<file path="src/rtl/fpu_dispatcher.sv">
// Sequences one fixed-point operation at a time: accepts a request, issues it to the
// external unit, waits with a bounded timeout, and holds the result until writeback takes it.
//
// state | meaning
// IDLE  | ready for a new request; last operands and result stay on the outputs
// ISSUE | operands driven to the unit for one cycle; fpu_ready is stale and ignored
// WAIT  | waiting for fpu_ready; abandoned with wb_error after TIMEOUT cycles
// DONE  | wb_valid high; result, tag and error held until wb_ready
module fpu_dispatcher #(
  parameter int WIDTH   = 32,
  parameter int TIMEOUT = 16
) (
  input  logic             clk,
  input  logic             reset,
  input  logic             req_valid,
  output logic             req_ready,
  input  logic [1:0]       req_operation,
  input  logic [WIDTH-1:0] req_operand_1,
  input  logic [WIDTH-1:0] req_operand_2,
  input  logic [4:0]       req_rd,
  output logic [WIDTH-1:0] fpu_operand_1,
  output logic [WIDTH-1:0] fpu_operand_2,
  output logic [1:0]       fpu_operation,
  input  logic [WIDTH-1:0] fpu_result,
  input  logic             fpu_ready,
  output logic             wb_valid,
  input  logic             wb_ready,
  output logic [WIDTH-1:0] wb_result,
  output logic [4:0]       wb_rd,
  output logic             wb_error,
  output logic             busy
);

  typedef enum logic [1:0] {
    IDLE  = 2'd0,
    ISSUE = 2'd1,
    WAIT  = 2'd2,
    DONE  = 2'd3
  } state_t;

  localparam logic [7:0] CNT_LAST = 8'(TIMEOUT - 1);

  state_t           state_q, state_d;
  logic [7:0]       cnt_q, cnt_d;
  logic [WIDTH-1:0] op1_q, op1_d;
  logic [WIDTH-1:0] op2_q, op2_d;
  logic [1:0]       opc_q, opc_d;
  logic [4:0]       rd_q, rd_d;
  logic [WIDTH-1:0] res_q, res_d;
  logic             err_q, err_d;

  always_ff @(posedge clk or negedge reset) begin
    if (!reset) begin
      state_q <= IDLE;
      cnt_q   <= '0;
      op1_q   <= '0;
      op2_q   <= '0;
      opc_q   <= '0;
      rd_q    <= '0;
      res_q   <= '0;
      err_q   <= 1'b0;
    end else begin
      state_q <= state_d;
      cnt_q   <= cnt_d;
      op1_q   <= op1_d;
      op2_q   <= op2_d;
      opc_q   <= opc_d;
      rd_q    <= rd_d;
      res_q   <= res_d;
      err_q   <= err_d;
    end
  end

  always_comb begin
    state_d = state_q;
    cnt_d   = cnt_q;
    op1_d   = op1_q;
    op2_d   = op2_q;
    opc_d   = opc_q;
    rd_d    = rd_q;
    res_d   = res_q;
    err_d   = err_q;
    case (state_q)
      IDLE: begin
        if (req_valid) begin
          op1_d   = req_operand_1;
          op2_d   = req_operand_2;
          opc_d   = req_operation;
          rd_d    = req_rd;
          state_d = ISSUE;
        end
      end
      ISSUE: begin
        cnt_d   = '0;
        state_d = WAIT;
      end
      WAIT: begin
        // A ready on the final count still wins over the timeout.
        if (fpu_ready) begin
          res_d   = fpu_result;
          err_d   = 1'b0;
          state_d = DONE;
        end else if (cnt_q == CNT_LAST) begin
          res_d   = '0;
          err_d   = 1'b1;
          state_d = DONE;
        end else begin
          cnt_d = cnt_q + 8'd1;
        end
      end
      DONE: begin
        if (wb_ready) state_d = IDLE;
      end
      default: state_d = IDLE;
    endcase
  end

  assign req_ready     = (state_q == IDLE);
  assign busy          = (state_q != IDLE);
  assign wb_valid      = (state_q == DONE);
  assign fpu_operand_1 = op1_q;
  assign fpu_operand_2 = op2_q;
  assign fpu_operation = opc_q;
  assign wb_result     = res_q;
  assign wb_rd         = rd_q;
  assign wb_error      = err_q;

endmodule

</file>
<file path="config.mk">
export PLATFORM = sky130hd
export DESIGN_NAME = fpu_dispatcher
export DESIGN_NICKNAME = d
export VERILOG_FILES = /design/src/rtl/fpu_dispatcher.sv
export SDC_FILE = /design/constraint.sdc
export NUM_CORES = 1
export LEC_CHECK = 0
export CORE_MARGIN = 2
export CORE_UTILIZATION = 30
export DETAILED_ROUTE_END_ITERATION = 16
export DONT_BUFFER_PORTS = 1
export PLACE_DENSITY = 0.44
export REMOVE_ABC_BUFFERS = 1
export SLEW_MARGIN = 20
export SYNTH_ARGS = -nofsm -noshare
export SYNTH_HDL_FRONTEND = slang
export SYNTH_SLANG_ARGS = --single-unit
</file>
<file path="constraint.sdc">
create_clock -name clk -period 1.8 [get_ports clk]
set_input_delay 0.36 -clock clk [delete_from_list [all_inputs] [get_ports clk]]
set_output_delay 0.36 -clock clk [all_outputs]
set_load 0.05 [all_outputs]
</file>
=== Yosys cells after proc, flatten, opt, wreduce, memory -nomap -nowiden ===
Index checks and enable logic that the tools add are counted.

* Register bits after elaboration: 114
* Output and inout port bits: 107
* Input port bits: 108
* Logic and storage cells: 38

* Reductions and logical operators: 8
* Muxes and demuxes: 12
* Add/sub/neg operators: 1
* Equal/unequal tests: 9

{| class="wikitable"
|+ Operators by type and width
! cell !! number
|-
| 2-to-1 mux 32 bit || 2
|-
| 2-to-1 mux 8 bit || 2
|-
| one-hot mux 8 bit (2 select lines) || 1
|-
| adder 8 x 1 -> 8 bit, second input constant || 1
|-
| == test 8 x 4 -> 1 bit, second input constant || 1
|-
| 2-to-1 mux 2 bit || 4
|-
| one-hot mux 2 bit (4 select lines) || 1
|-
| inequality test 2 bit, second input constant || 3
|-
| AND reduction 3 bit || 2
|-
| nonzero test 2 bit || 3
|-
| == test 2 bit, second input constant || 2
|-
| AND reduction 2 bit || 2
|-
| inequality test 3 bit, second input constant || 1
|-
| == test 2 x 1 -> 1 bit, second input constant || 1
|-
| zero test 2 bit || 1
|-
| 2-to-1 mux 1 bit || 2
|-
| inequality test 2 x 1 -> 1 bit, second input constant || 1
|}

=== Longest topological paths before layout ===
* Depth after elaboration: 4
* Gate-level depth with buffers: 7
* Gate-level depth less buffers: 6

=== Worst setup path after synthesis ===
No wires, ideal clock.

* Kind: register -> register
* From: register state_q[0]
* To: register state_q[1]
* Setup time: 0.127 ns
* Cell stages (with the launch flop): 7
* Arrival time: 2.121 ns
* Buffers on the path: 0
* Setup slack: -0.448 ns
* Required time: 1.673 ns
* Clock period less this slack: 2.248 ns
* Cells stage by stage: dfrtp_1 -> inv_1 -> ha_1 -> inv_1 -> o22ai_1 -> and2b_1 -> mux2_1

* Cells in the longest elaborated chain, start to end: 3
* Elaborated cells between the ends (all ways): 9
* Classes of those cells: eq/ne: 6; mux: 1; reduce/logical: 2

{| class="wikitable"
|+ RTL lines
! element !! line !! text
|-
| start: declaration || 43 || <nowiki>state_t state_q, state_d;</nowiki>
|-
| start signal: assignment || 63 || <nowiki>state_q <= state_d;</nowiki>
|-
| zero test 2 bit * || -- ||
|-
| via req_ready || 16 || <nowiki>output logic req_ready,</nowiki>
|-
| inequality test 2 bit (no line) || -- ||
|-
| AND reduction 3 bit (no line) || -- ||
|}

The timed path passes the listed nets; every way through them passes the cells marked *.
A chain may end at the register's enable or synchronous reset.

=== Final worst setup path ===
* From: register cnt_q[4]
* To: register state_q[1]

* Cells in the longest elaborated chain, start to end: 3

{| class="wikitable"
|+ RTL lines
! element !! line !! text
|-
| start: declaration || 44 || <nowiki>logic [7:0] cnt_q, cnt_d;</nowiki>
|-
| start signal: assignment || 64 || <nowiki>cnt_q <= cnt_d;</nowiki>
|-
| == test 8 x 4 -> 1 bit || 103 || <nowiki>end else if (cnt_q == CNT_LAST) begin</nowiki>
|-
| inequality test 3 bit (no line) || -- ||
|-
| AND reduction 3 bit (no line) || -- ||
|}

No other way between the ends.

==> results_dict.tcl <==
set metrics [dict create \
    drc 0 \
    fin_setup_tns_ps 0 \
    start_util 0.305 \
    critical_path_class "flip-flop to flip-flop" \
    busiest_layer "met2" \
    synth_top_cell_by_area "dfrtp_1" \
    period_minus_slack_ps 1730 \
    use_met3 0.0706 \
    syn_area_per_cell_um2 15.3 \
    wl_per_cell_um 19.3 \
    top_level_ports 215 \
    worstPathRequired_ps 2090 \
    hold_class "input port to async pin" \
    min_period_over_period 0.962 \
    io_buffers 0 \
    layout_commonest_cell "dfrtp_1" \
    slowest_delay_ps 580 \
    fillers 1372 \
    grt_use_total 0.129 \
    place_ws_ps 60.1 \
    placed_cells_incl_taps 470 \
    ctsRootBufferMaster "clkbuf_16" \
    cts.path.max_buffers 2 \
    antenna_found_initial 2 \
    crit_family "simple AND/OR/NAND/NOR gates" \
    core_area_mm2 0.0144 \
    rows 44 \
    startpoint "cnt_q[4]" \
    start_kind "flip-flop" \
    mostFrequentLayoutCells "dfrtp_1, mux2_2, a22o_1" \
    use_met2 0.196 \
    die_h_um 125 \
    final_antenna_net_count 0 \
    worst-r2r-setup-slack_ps 70 \
    reg2reg_to "state_q[1]" \
    syn_inst 287 \
    grt_pass1_wl_mm 15.3 \
    place_hpwl_mm 6.71 \
    crit_arrival_ps 2020 \
    cp_cell_sequence "or4_4 > o21ai_2 > and2b_1 > mux2_1" \
    worstRegToRegCells 4 \
    cp-end-kind "flip-flop" \
    worst_pin_slew_ps 538 \
    cts_tree "yes" \
    skew_ps 11.1 \
    cts_buffers 17 \
    crit_fanout 3 \
    drive_above_1_share 0.393 \
    fmax_ghz 0.578 \
    die_w_um 125 \
    grt_overflow 0 \
    cp_num_cells 4 \
    yosysSeqAreaShare 0.648 \
    drt_iter0_markers 162 \
    final_nets 419 \
    synth_cell_type_count 36 \
    r2r_start "cnt_q[4]" \
    cts.clk_slew.worst_paths_ps 50 \
    clkSinkCount 114 \
    grt_max_degree 115 \
    yosysTopAreaCellShare 0.648 \
    status "finished with violations" \
    slew_violations 0 \
    grt_util_met1 0.146 \
    drt-vias-per-instance 4.89 \
    whs_ps -357 \
    slew_headroom 0.641 \
    violations "hold timing" \
    vias 2459 \
    fin_ws_ps 69.0 \
    htree_levels 4 \
    totalWireLength_mm 9.71 \
    fp.dieArea_mm2 0.0157 \
    setup_viol 0 \
    grt_pass1_vias 2671 \
    ys_warn_count 0 \
    drt_first_pass_iters 4 \
    maxCapViolCount 0 \
    final_hold_viol_count 114 \
    mappedNetlistArea_mm2 0.00440 \
    clk_latency_ps 410 \
    synth_top_cells_by_area "dfrtp_1, mux2_2, a22o_1" \
    gp_congestion 0.724 \
    cp_num_buf_inv 0 \
    worst_path_max_delay_cell "or4_4" \
    final_cell_count_no_fill 503 \
    area_growth_pct 21.9 \
    synth_seq_cells 114 \
    cp-endpoint "state_q[1]" \
]
[state kept, by name, summed over array words and instances (netlist names)]
| register | flops |
|---|---|
| state_q | 2 |
| wb_result | 32 |
| cnt_q | 8 |
| wb_error | 1 |
| wb_rd | 5 |
| fpu_operation | 2 |
| fpu_operand_1 | 32 |
| fpu_operand_2 | 32 |
[area by class of cell]
class                      instances  area [um2]  area share
sequential                       114        2850       0.532
clock inverter                    13         185      0.0345
multi-input combinational        152        1470       0.275
clock buffer                      19         443      0.0826
timing repair buffer              14         155      0.0289
inverter                           6        22.5     0.00420
antenna                            1        2.50    0.000467
tap                              184         230      0.0429
[stage by stage]
step                      instance area [um2]   util
after floorplan                          4320      -
after global placement                   4710  0.327
after detailed placement                 4710  0.327
after CTS                                5340  0.370
after global routing                     5360  0.372
final                                    5360  0.372
[cell families after synthesis]
family / count (synthesis) / synth area share
multiplexers: 73 / 0.186
XOR/XNOR: 1 / 0.00199
AO/OA/AOI/OAI: 48 / 0.0910
AND/OR/NAND/NOR: 24 / 0.0316
flip-flops: 114 / 0.648
buffers and inverters: 21 / 0.0239
adder cells (fa/ha/maj): 6 / 0.0171
[worst register-to-register path, stage by stage, from the launching register on]
cell     delay, ps
dfrtp_1        390
or4_4          580
o21ai_2        160
and2b_1        160
mux2_1         320
[synthesized netlist by cell type, drive strengths merged]
library cell  number
dfrtp            114
mux2              72
a22o              32
clkbuf             8
buf                7
ha                 6
inv                6
nand2              6
o21ai              5
nand3              4
nor2               4
nor2b              3
a21oi              2
o22ai              2
a21boi             1
and2               1
and2b              1
and3               1
mux2i              1
nand2b             1
nand4              1
o211ai             1
o21bai             1
o311ai             1
o31ai              1
o32a               1
o41ai              1
or3                1
or4                1
xnor2              1
[what timing repair did]
item                                    4_1_cts  5_1_grt
resized for setup                             1        4
setup buffers                                 0        0
endpoints found under the setup margin        1       34
cloned                                        0        0
hold endpoints to repair                    114      114
[worst min path at each step]
stage	startpoint	to	slack (ps)	cells past startpoint
2_1_floorplan	reset	cnt_q[0]	60	0
3_3_place_gp	reset	wb_rd[0]	70	0
3_5_place_dp	reset	wb_rd[0]	70	0
4_1_cts	reset	wb_rd[0]	-380	0
5_1_grt	reset	wb_rd[0]	-390	0
6_report	reset	wb_rd[0]	-360	0
[metal layers]
metal | vias up | wire length [um]
met3 | 18 | 837
met2 | 118 | 4950
met4 | 2 | 248
li1 | 1082 | -
met5 | - | 13
met1 | 1239 | 3660
Power is left out: the tool's default activity adds up to more than one toggle a clock period on the data nets, which glitch-free logic cannot reach.
